==> config.mk <==
export PLATFORM = sky130hd
export DESIGN_NAME = wb_regfile
export DESIGN_NICKNAME = d
export VERILOG_FILES = /design/src/rtl/wb_regfile.sv
export SDC_FILE = /design/constraint.sdc
export NUM_CORES = 2
export LEC_CHECK = 0
export CELL_PAD_IN_SITES_DETAIL_PLACEMENT = 1
export CELL_PAD_IN_SITES_GLOBAL_PLACEMENT = 1
export CORE_MARGIN = 2
export CORE_UTILIZATION = 43
export DETAILED_ROUTE_END_ITERATION = 8
export PLACE_DENSITY = 0.66
export SYNTH_ARGS = -nofsm -noshare
export SYNTH_HDL_FRONTEND = slang
export SYNTH_SLANG_ARGS = --single-unit
==> constraint.sdc <==
create_clock -name clk -period 6.21 [get_ports clk]
set_clock_uncertainty 0.2 [all_clocks]
set_input_delay 1.242 -clock clk [delete_from_list [all_inputs] [get_ports clk]]
set_output_delay 1.242 -clock clk [all_outputs]
set_load 0.02 [all_outputs]
==> src/rtl/wb_regfile.sv <==
// wb_regfile: architectural state at the end of the MEM/WB stage.
// Holds 32 GPRs plus HI/LO and serves two combinational GPR read ports and
// a HI/LO read port. Each read port forwards the value being written back
// in the same cycle, so decode sees the result without waiting for the edge.
module wb_regfile #(
    parameter int DATA_W = 32,
    parameter int ADDR_W = 5
) (
    input  logic              clk,
    input  logic              reset,
    input  logic              wb_en,
    input  logic [ADDR_W-1:0] wb_addr,
    input  logic [DATA_W-1:0] wb_data,
    input  logic              wb_hilo_en,
    input  logic [DATA_W-1:0] wb_hi,
    input  logic [DATA_W-1:0] wb_lo,
    input  logic              re1,
    input  logic [ADDR_W-1:0] raddr1,
    output logic [DATA_W-1:0] rdata1,
    input  logic              re2,
    input  logic [ADDR_W-1:0] raddr2,
    output logic [DATA_W-1:0] rdata2,
    output logic [DATA_W-1:0] hi_out,
    output logic [DATA_W-1:0] lo_out
);

    localparam int NUM_REGS = 2 ** ADDR_W;

    logic [DATA_W-1:0] gpr [NUM_REGS];
    logic [DATA_W-1:0] hi_q;
    logic [DATA_W-1:0] lo_q;

    // GPR storage: clear on reset, otherwise commit writes; reg0 is never written
    always_ff @(posedge clk) begin
        if (reset) begin
            for (int i = 0; i < NUM_REGS; i++) begin
                gpr[i] <= '0;
            end
        end else if (wb_en && (wb_addr != '0)) begin
            gpr[wb_addr] <= wb_data;
        end
    end

    // HI/LO storage: the pair is always written together
    always_ff @(posedge clk) begin
        if (reset) begin
            hi_q <= '0;
            lo_q <= '0;
        end else if (wb_hilo_en) begin
            hi_q <= wb_hi;
            lo_q <= wb_lo;
        end
    end

    // Read port 1: reset, enable, reg0, then write-back bypass, then storage
    always_comb begin
        rdata1 = '0;
        if (reset || !re1 || (raddr1 == '0)) begin
            rdata1 = '0;
        end else if (wb_en && (wb_addr == raddr1)) begin
            rdata1 = wb_data;
        end else begin
            rdata1 = gpr[raddr1];
        end
    end

    // Read port 2: same priority as port 1, fully independent
    always_comb begin
        rdata2 = '0;
        if (reset || !re2 || (raddr2 == '0)) begin
            rdata2 = '0;
        end else if (wb_en && (wb_addr == raddr2)) begin
            rdata2 = wb_data;
        end else begin
            rdata2 = gpr[raddr2];
        end
    end

    // HI/LO read with same-cycle bypass of the pending pair
    always_comb begin
        hi_out = hi_q;
        lo_out = lo_q;
        if (reset) begin
            hi_out = '0;
            lo_out = '0;
        end else if (wb_hilo_en) begin
            hi_out = wb_hi;
            lo_out = wb_lo;
        end
    end

endmodule

==> summary.md <==
| Metric | Value |
|---|---|
| Number of fill cells in the layout | `~13,000` |
| Nets | `4,408` |
| Final ANT Viol Nets | `0` |
| WL final | `219,000 um` |
| Hold-fix buffers, CTS | `0` |
| Number of flops mapped to enable cells by yosys | `about 1,000` |
| Worst setup path startpoint | `wb_addr[2]` |
| Worst r2r path cells | `2` |
| Clock latency on the worst-skew pair | `approximately 0.79 ns` |
| Vias per inst | `~6.5` |
| Die area | `around 0.14 mm2` |
| Die Wd | `371 um` |
| Syn avg cell area | `14.1 um2` |
| Dpl hpwl | `132,000 um` |
| CTS buffer count | `130` |
| CTS tree | `built` |
| Max FO, Critical Path | `17` |
| VDD IR max | `just under 0.3 mV` |
| Worst setup EP type | `primary output` |
| Fin crit share | `95.7%` |
| CP max stage delay | `about 0.63 ns` |
| Sequential fraction of the synthesis area | `~55%` |
| CTS Root Cell | `clkbuf_16` |
| DRC Markers | `0` |
| Cell-internal power | `between 10 and 15 mW` |
| Unrepaired setup endpoints after global routing | `no` |
| #FFs+latches synth | `between 1,000 and 1,500` |
| Worst Path Required | `roughly 4.8 ns` |
| Critical Path Slowest Stage Cell | `a31o_2` |
| Switching part of the total | `between 20% and 30%` |
| Slew Limit Fails | `0` |
| Global placer's final weighted congestion | `between 0.8 and 0.9` |
| FP Rows | `134` |
| Vias in the first global route | `a little over 40,000` |
| Clock sinks | `1,088` |
| Max Cap Viol | `0` |
| Core Region | `0.133 mm2` |
| Post-synthesis compound-gate area fraction | `6.83%` |
| P per Cell Area | `273 mW/mm2` |
| Top cell by count, worst path | `clkdlybuf4s50_1` |
| Antenna violations before repair | `20` |
| Post-Synth Simple-Gate Area | `13.5%` |
| Status | `finished clean` |
| Drt first pass iters | `6` |
| Mux share of post-synthesis cell area | `approximately a fifth` |
| Reg2reg setup slack | `5.28 ns` |
| XOR/XNOR Fraction of Synth Area | `0.152%` |
| Critical-path cell list | `clkdlybuf4s50_1 > buf_4 > xor2_1 > nor4_1 > a31o_2 > buf_12 > a21oi_1 > a221o_1 > clkdlybuf4s50_1` |
| Starting Density | `between 40 and 50%` |
| GRT Total Usage | `between 30% and 40%` |
| Largest net degree at the start of global routing | `94` |
| Gate power share | `13.0%` |
| Post-route minimum period | `5.94 ns` |
| Overall Power | `18.3 mW` |
| Clock Pin Slew Worst Setup and Hold Paths | `about 0.060 ns` |
| Post-synth top cells | `edfxtp_1 (1,024), and2_1 (993), mux4_2 (355)` |
| Asr flop ratio synth | `0%` |
| Fmax | `between 0.15 and 0.2 GHz` |
| Total congestion overflow | `0` |
| Synth area leaders | `edfxtp_1 (53%), mux4_2 (14%), and2_1 (11%), mux2i_1 (5.5%), dfxtp_1 (2.2%)` |
| Primary FF master, synth | `edfxtp_1` |
| Crit path capture | `rdata2[11]` |
| RR Endpoint | `hi_q[7]` |
| Share of the synthesized area in the top cell type | `53.2%` |
| Worst Hold Class | `flop to flop` |
| First-pass GRT wire length | `309,000 um` |
| Layout cells sized above 1 | `20.3%` |
| Critical Path AT | `4.50 ns` |
| Sequential group share of total power | `47.0%` |
| WL per Instance | `35.5 um` |
| Register Area | `0.0320 mm2` |
| DR vias | `40,100` |
| Crit path launch type | `primary input` |
| Adder-cell share of the synthesized area | `0%` |
| Die Height | `371 um` |
| Worst Path Class, Setup | `primary input to primary output` |
| DRT iter0 DRCs | `4,941` |
| YS warnings | `0` |
| H-Tree Depth | `4` |
| Finished Core Util | `between 50% and 60%` |
| Area grow syn2layout | `16.0%` |
| Largest family of logic cells by synthesized area | `multiplexers` |
| Synth unique cells | `46` |
| Synth Cell Area | `around 0.058 mm2` |
| Net Switching | `4.79 mW` |
| Clock Tree Buf Depth | `3` |
| Post-CTS sizing | `0` |
| Leak Pwr | `23.7 nW` |
| Fin. Hold Viols | `0` |
| Post-Syn Instances | `4,107` |
| Count leader, synth | `edfxtp_1` |
| Worst-Margin Slew | `1.12 ns` |
| Post-CTS setup repair buffer count | `0` |
| Dominant cell type by area after synthesis | `edfxtp_1` |
| Clock share of power | `about two fifths` |
| Multi-input logic area | `approximately 0.024 mm2` |
| Setup violations, final | `0` |
| R2r startpoint | `hi_q[7]` |
| I/O Pins | `245` |
| Port bufs | `244` |
| Slew HR | `25.2%` |
| Setup TNS | `0 ns` |
-- cells by family after synthesis --
| logic type | after synthesis |
|---|---|
| mux | 737 |
| compound gates | 504 |
| other cells | 1 |
| flops | 1088 |
| simple gates | 1326 |
| xor+xnor | 10 |
| buf+inv | 441 |
-- registers in the layout, summed over array words and instances (netlist names) --
| signal | count |
|---|---|
| hi_q | 32 |
| gpr | 1024 |
| lo_q | 32 |
-- metal layers --
metal / share of wire, % / track usage (%) / wire (um)
met5: 0.0059 / 0 / 13
met4: 3.2 / 10.7 / 6940
met3: 9.9 / 5.88 / 21600
met2: 47 / 50.5 / 103000
met1: 40 / 44.1 / 87700
-- per-stage QoR --
| stage | setup WS (ns) | instance area (um2) | cells | hold slack (ns) |
|---|---|---|---|---|
| final | 0.267 | 67000 | 6164 | 0.310 |
| after global placement | 0.347 | 63000 | 5927 | 0.287 |
| after floorplan | 1.86 | 57900 | 4138 | 0.386 |
| after global routing | 0.220 | 67000 | 6158 | 0.337 |
| after detailed placement | 0.317 | 63000 | 5927 | 0.295 |
| after CTS | 0.305 | 67000 | 6157 | 0.315 |
-- critical path, delay by kind of cell --
family / cells / cell delay, ns
AOI/OAI and AO/OA: 3 / 1.03
xor gates and xnor gates: 1 / 0.16
buffers and inverters: 4 / 1.65
and+or+nand+nor: 1 / 0.38
-- final cells by class --
| cell class | instances | area share, % |
|---|---|---|
| Antenna cell | 7 | 0.0261 |
| Timing Repair Buffer | 460 | 6.99 |
| Tap cell | 1768 | 3.30 |
| Sequential cell | 1088 | 47.8 |
| Clock inverter | 53 | 0.584 |
| Inverter | 2 | 0.0131 |
| Multi-Input combinational cell | 2609 | 36.0 |
| Clock buffer | 177 | 5.31 |
-- power groups by stage --
| stage | combinational (mW) | sequential (mW) | clock, mW |
|---|---|---|---|
| 2_1_floorplan | 1.38 | 8.69 | 0 |
| 3_3_place_gp | 2.35 | 8.73 | 0 |
| 3_5_place_dp | 2.36 | 8.77 | 0 |
| 4_1_cts | 2.37 | 8.62 | 7.39 |
| 5_1_grt | 2.48 | 8.67 | 7.65 |
| 6_report | 2.39 | 8.62 | 7.32 |
-- layout by cell type, fill, tap and decap left out, drive strengths merged, types with 30 or more instances in the layout --
cell / instances
a21oi: 62
a221o: 62
a221oi: 126
a22oi: 96
and2: 993
buf: 226
clkbuf: 177
clkdlybuf4s50: 234
clkinv: 42
conb: 32
dfxtp: 64
edfxtp: 1024
mux2: 62
mux2i: 320
mux4: 355
nand2: 37
nand3: 36
nor2: 163
nor2b: 36
o21ai: 31
o21bai: 62
o221ai: 31
o311ai: 30
or2: 31
-- worst min path at each step --
stage	startpoint	endpoint	slack [ns]	cells after the start
after floorplan	hi_q[0]	hi_q[0]	0.39	2
after global placement	lo_q[7]	lo_q[7]	0.29	2
after detailed placement	lo_q[16]	lo_q[16]	0.30	2
after CTS	lo_q[16]	lo_q[16]	0.32	2
after global routing	lo_q[26]	lo_q[26]	0.34	2
final	lo_q[5]	lo_q[5]	0.31	2
Power figures use the tool's default switching activity.
